## src/rtl/gcd_binary_hs.sv

```systemverilog
// Binary (Stein) GCD engine with valid/ready operand and result handshakes.
// Reports the number of CALC cycles spent on each result, saturating at 2**CNT_W-1.
module gcd_binary_hs #(
  parameter int WIDTH = 16,
  parameter int CNT_W = 8
) (
  input  logic             clk,
  input  logic             rst,
  input  logic             in_valid,
  output logic             in_ready,
  input  logic [WIDTH-1:0] xi,
  input  logic [WIDTH-1:0] yi,
  output logic             out_valid,
  input  logic             out_ready,
  output logic [WIDTH-1:0] xo,
  output logic [CNT_W-1:0] iters,
  output logic             busy
);
  // state  | meaning
  // IDLE   | waiting for an operand pair, in_ready high
  // CALC   | one Stein reduction step per cycle
  // DONE   | result presented, held until out_ready
  localparam int KW = $clog2(WIDTH) + 1;

  typedef enum logic [1:0] {S_IDLE, S_CALC, S_DONE} state_t;

  state_t           state, state_nxt;
  logic [WIDTH-1:0] a, b, a_nxt, b_nxt, xo_nxt;
  logic [KW-1:0]    k, k_nxt;
  logic [CNT_W-1:0] cnt, cnt_nxt, cnt_inc, iters_nxt;

  assign in_ready  = (state == S_IDLE);
  assign out_valid = (state == S_DONE);
  assign busy      = (state != S_IDLE);
  assign cnt_inc   = (cnt == '1) ? cnt : cnt + 1'b1;

  always_comb begin
    state_nxt = state;
    a_nxt     = a;
    b_nxt     = b;
    k_nxt     = k;
    cnt_nxt   = cnt;
    xo_nxt    = xo;
    iters_nxt = iters;
    case (state)
      S_IDLE: begin
        if (in_valid) begin
          a_nxt   = xi;
          b_nxt   = yi;
          k_nxt   = '0;
          cnt_nxt = '0;
          if (xi == '0 || yi == '0) begin
            xo_nxt    = xi | yi;
            iters_nxt = '0;
            state_nxt = S_DONE;
          end else begin
            state_nxt = S_CALC;
          end
        end
      end
      S_CALC: begin
        cnt_nxt = cnt_inc;
        if (a == b) begin
          xo_nxt    = a << k;
          iters_nxt = cnt_inc;
          state_nxt = S_DONE;
        end else if (!a[0] && !b[0]) begin
          a_nxt = a >> 1;
          b_nxt = b >> 1;
          k_nxt = k + 1'b1;
        end else if (!a[0]) begin
          a_nxt = a >> 1;
        end else if (!b[0]) begin
          b_nxt = b >> 1;
        end else if (a > b) begin
          // both odd here, so the difference is even and the shift is exact
          a_nxt = (a - b) >> 1;
        end else begin
          b_nxt = (b - a) >> 1;
        end
      end
      S_DONE: begin
        if (out_ready) state_nxt = S_IDLE;
      end
      default: state_nxt = S_IDLE;
    endcase
  end

  always_ff @(posedge clk) begin
    if (rst) begin
      state <= S_IDLE;
      a     <= '0;
      b     <= '0;
      k     <= '0;
      cnt   <= '0;
      xo    <= '0;
      iters <= '0;
    end else begin
      state <= state_nxt;
      a     <= a_nxt;
      b     <= b_nxt;
      k     <= k_nxt;
      cnt   <= cnt_nxt;
      xo    <= xo_nxt;
      iters <= iters_nxt;
    end
  end

endmodule
```

## config.mk

```make
export PLATFORM = sky130hd
export DESIGN_NAME = gcd_binary_hs
export DESIGN_NICKNAME = d
export VERILOG_FILES = /design/src/rtl/gcd_binary_hs.sv
export SDC_FILE = /design/constraint.sdc
export NUM_CORES = 1
export LEC_CHECK = 0
export ABC_AREA = 1
export CORE_MARGIN = 2
export CORE_UTILIZATION = 59
export DETAILED_ROUTE_END_ITERATION = 8
export PLACE_DENSITY = 0.82
export SLEW_MARGIN = 20
export SYNTH_ARGS = -nofsm -noshare
export SYNTH_HDL_FRONTEND = slang
export SYNTH_SLANG_ARGS = --single-unit
export TNS_END_PERCENT = 30
```

## constraint.sdc

```tcl
create_clock -name clk -period 3.17 [get_ports clk]
set_input_delay 0.317 -clock clk [delete_from_list [all_inputs] [get_ports clk]]
set_output_delay 0.317 -clock clk [all_outputs]
set_load 0.02 [all_outputs]
```

==> results of run 1 <==
worst max-delay path by stage:
stage | startpoint | endpoint | slack [ns] | depth (start not counted)
final | a[0]$_SDFFE_PP0P_ | b[14]$_SDFFE_PP0P_ | 0.45 | 15
after global routing | a[0]$_SDFFE_PP0P_ | b[6]$_SDFFE_PP0P_ | 0.25 | 15
after CTS | a[0]$_SDFFE_PP0P_ | b[6]$_SDFFE_PP0P_ | 0.50 | 15
after detailed placement | a[0]$_SDFFE_PP0P_ | b[13]$_SDFFE_PP0P_ | 0.52 | 15
after global placement | a[0]$_SDFFE_PP0P_ | b[11]$_SDFFE_PP0P_ | 0.55 | 15
after floorplan | a[0]$_SDFFE_PP0P_ | a[4]$_SDFFE_PP0P_ | 0.54 | 19
logic make-up (layout without fill, tap and decap cells):
family          Yosys count  count (layout)  share of synthesized area, %
buf+inv                 211             258                          12.9
simple gates            596             596                          39.2
flops                    71              71                          21.6
fa+ha+maj                38              38                          7.46
mux                       3               3                         0.456
xor+xnor                 14              14                          1.86
compound gates          201             201                          16.5
registers in the layout, summed over array words and instances, names as in the netlist:
name / count
a: 16
xo: 16
iters: 8
k: 5
b: 16
state: 2
cnt: 8
layout make-up:
type / count / area, µm²
multi-input combinational: 852 / 4310
fill: 1055 / 3400
sequential: 71 / 1420
timing repair buffer: 74 / 723
inverter: 168 / 633
tap: 140 / 175
clock buffer: 9 / 124
clock inverter: 7 / 52.6
stage by stage:
stage	std cells	worst slack [ns]	total power, mW
floorplan	1134	0.543	6.81
global placement	1305	0.551	8.53
detailed placement	1305	0.524	8.58
CTS	1321	0.496	9.29
global route	1321	0.247	10.4
finish	1321	0.445	9.45
per-layer routing:
metal,vias up,GRT usage [%],part of all wire [%]
met5,-,2.23,0.16
met4,2,11.6,3.1
met3,55,7.17,9.1
met2,344,54.5,43
met1,3294,47.1,44
li1,3672,-,-
cells in the mapped netlist, drive strengths merged:
library cell	n
o21bai	3
clkbuf	25
nand3	60
mux2i	3
nand2	384
and2	5
a21boi	1
nand4	17
clkinv	1
nor2	105
nor3b	2
xnor2	4
a21oi	100
o311ai	1
nor4	4
inv	167
buf	18
fa	2
dfxtp	71
nand3b	3
ha	36
o21a	4
nor3	16
o21ai	80
a211oi	6
xor2	10
o211ai	6
worst register-to-register path: cells and delay by family (launching register included):
family,cells,cell delay [ns]
AOI/OAI and AO/OA,2,0.22
adders and majority gates,2,0.67
buffers and inverters,3,0.44
DFF,1,0.33
and+or+nand+nor,8,1.00
power by group through the flow:
| stage | Combinational [mW] | Sequential [mW] | Clock, mW |
|---|---|---|---|
| after floorplan | 5.27 | 1.54 | 0 |
| after global placement | 7.02 | 1.51 | 0 |
| after detailed placement | 7.07 | 1.51 | 0 |
| after CTS | 7.11 | 1.50 | 0.684 |
| after global routing | 8.10 | 1.54 | 0.718 |
| final | 7.26 | 1.51 | 0.688 |
==> flow_metrics.tcl, run 1 <==
set metrics [dict create \
    setup_violations 0 \
    ant_nets 0 \
    post_cts_buffers 0 \
    p_comb_share_pct 76.8 \
    drv_slew 0 \
    drc_errors 0 \
    hp-start "cnt[6]$_SDFFE_PP0P_" \
    worst_pin_slew_ns 0.675 \
    reg2reg_to "b[14]$_SDFFE_PP0P_" \
    crit_path_frequent_cell "nand2_1" \
    place_area_um2 7270 \
    yosysUniqueCellTypes 43 \
    synthToLayoutAreaGrowth_pct 13.1 \
    hold_path_depth 2 \
    fin_area_um2 7440 \
    fmax_mhz 367 \
    via_per_inst 5.58 \
    yosysWarningCount 0 \
    hold_end "cnt[6]$_SDFFE_PP0P_" \
    vdd_ir_drop_max_mv 0.705 \
    hold_path_class "flip-flop to flip-flop" \
    drive_gt1_share_pct 6.18 \
    post_synth.cell_area_avg_um2 5.80 \
    finalWeightedCongestion 0.985 \
    rsz0062_at_grt "no" \
    cpPeakStageDelay_ns 0.42 \
    htree_levels 3 \
    p_sw_mw 5.58 \
    cts_tree "yes" \
    n_antenna_cell 0 \
    r2r_slack_ns 0.45 \
    grt_pass1_wl_um 32500 \
    dr.pass1.iters 5 \
    critPathTopFamily "simple AND/OR/NAND/NOR gates" \
    antenna_found_initial 0 \
    internal-power_mw 3.87 \
    crit_type "flip-flop to flip-flop" \
    hold_violations 0 \
    clk_path_buf_depth 2 \
    numClockSinks 71 \
    die_area_um2 12000 \
    synth_fp_nets 1208 \
    cp.arrival_ns 3.02 \
    overflow 0 \
    post_drt_wl_per_cell_um 15.3 \
    floorplan.rows 38 \
    setup_tns_ns 0 \
    path_cells "inv_1 > ha_1 > fa_1 > inv_1 > nand3_1 > nand2_1 > nand2_1 > nand2_2 > nand2_2 > nand2_4 > nand3_1 > nand2_1 > buf_12 > a21oi_1 > a21oi_1" \
    swShare_pct 59.0 \
    final_util_pct 68.7 \
    die-height_um 110 \
    power.density_nw_per_um2 1270 \
    period_minus_slack_ns 2.72 \
    drtIter0Drc 766 \
    layout_commonest_cell "nand2_1" \
    initial_core_util_pct 60.7 \
    grt_util_all_layers_pct 34.7 \
    crit_buf_inv 3 \
    synth_top_area_share_pct 21.6 \
    cts_hold_buf 0 \
    max-slew-margin-rel_pct 54.6 \
    synth_area_leaders "dfxtp_1, nand2_1, inv_1, a21oi_1, ha_1" \
    fin_hold_ws_ns 0.484 \
    synth_top_cell_by_area "dfxtp_1" \
    nets 1250 \
    clkLatencyLatePin_ns 0.36 \
    p_clk_share_pct 7.3 \
    path_max_fanout 20 \
    r2r_cells 15 \
    path_clk_slew_ns 0.09 \
    dp_hpwl_um 15900 \
    routed-via-count 7367 \
    cp.required_ns 3.47 \
    grt_max_degree 39 \
    synth_area_um2 6580 \
    io_buffers 62 \
    pwr-share-seq_pct 16.0 \
    core_um2 10800 \
    crit_slowest_cell "fa_1" \
    synth-seq-cells 71 \
    status "finished clean" \
    drv_cap 0 \
    fin_skew_ns 0.0144 \
    pin_count 63 \
    cts_buffers 9 \
    cts_root_buffer "clkbuf_8" \
    grt_pass1_vias 6798 \
    wirelength_um 20200 \
    cellLeakagePower_nw 3.57 \
    yosysSeqAreaShare_pct 21.6 \
    end_kind "flip-flop" \
    fin_crit_sh_pct 86.0 \
    cts_resized 0 \
    r2r_start "a[0]$_SDFFE_PP0P_" \
    synth_cells 1134 \
    die_x_um 110 \
    cp-start-kind "flip-flop" \
    layout_common_cells "nand2_1, inv_1, a21oi_1" \
]
No activity file was read; power rests on OpenSTA's default activity.
==> run 2: changes to the inputs <==
Settings changed: ABC_CLOCK_PERIOD_IN_PS set to 3170, CAP_MARGIN set to 20.
==> results of run 2 <==
No change in the layout: final DEF, timing and power equal those of run 1.
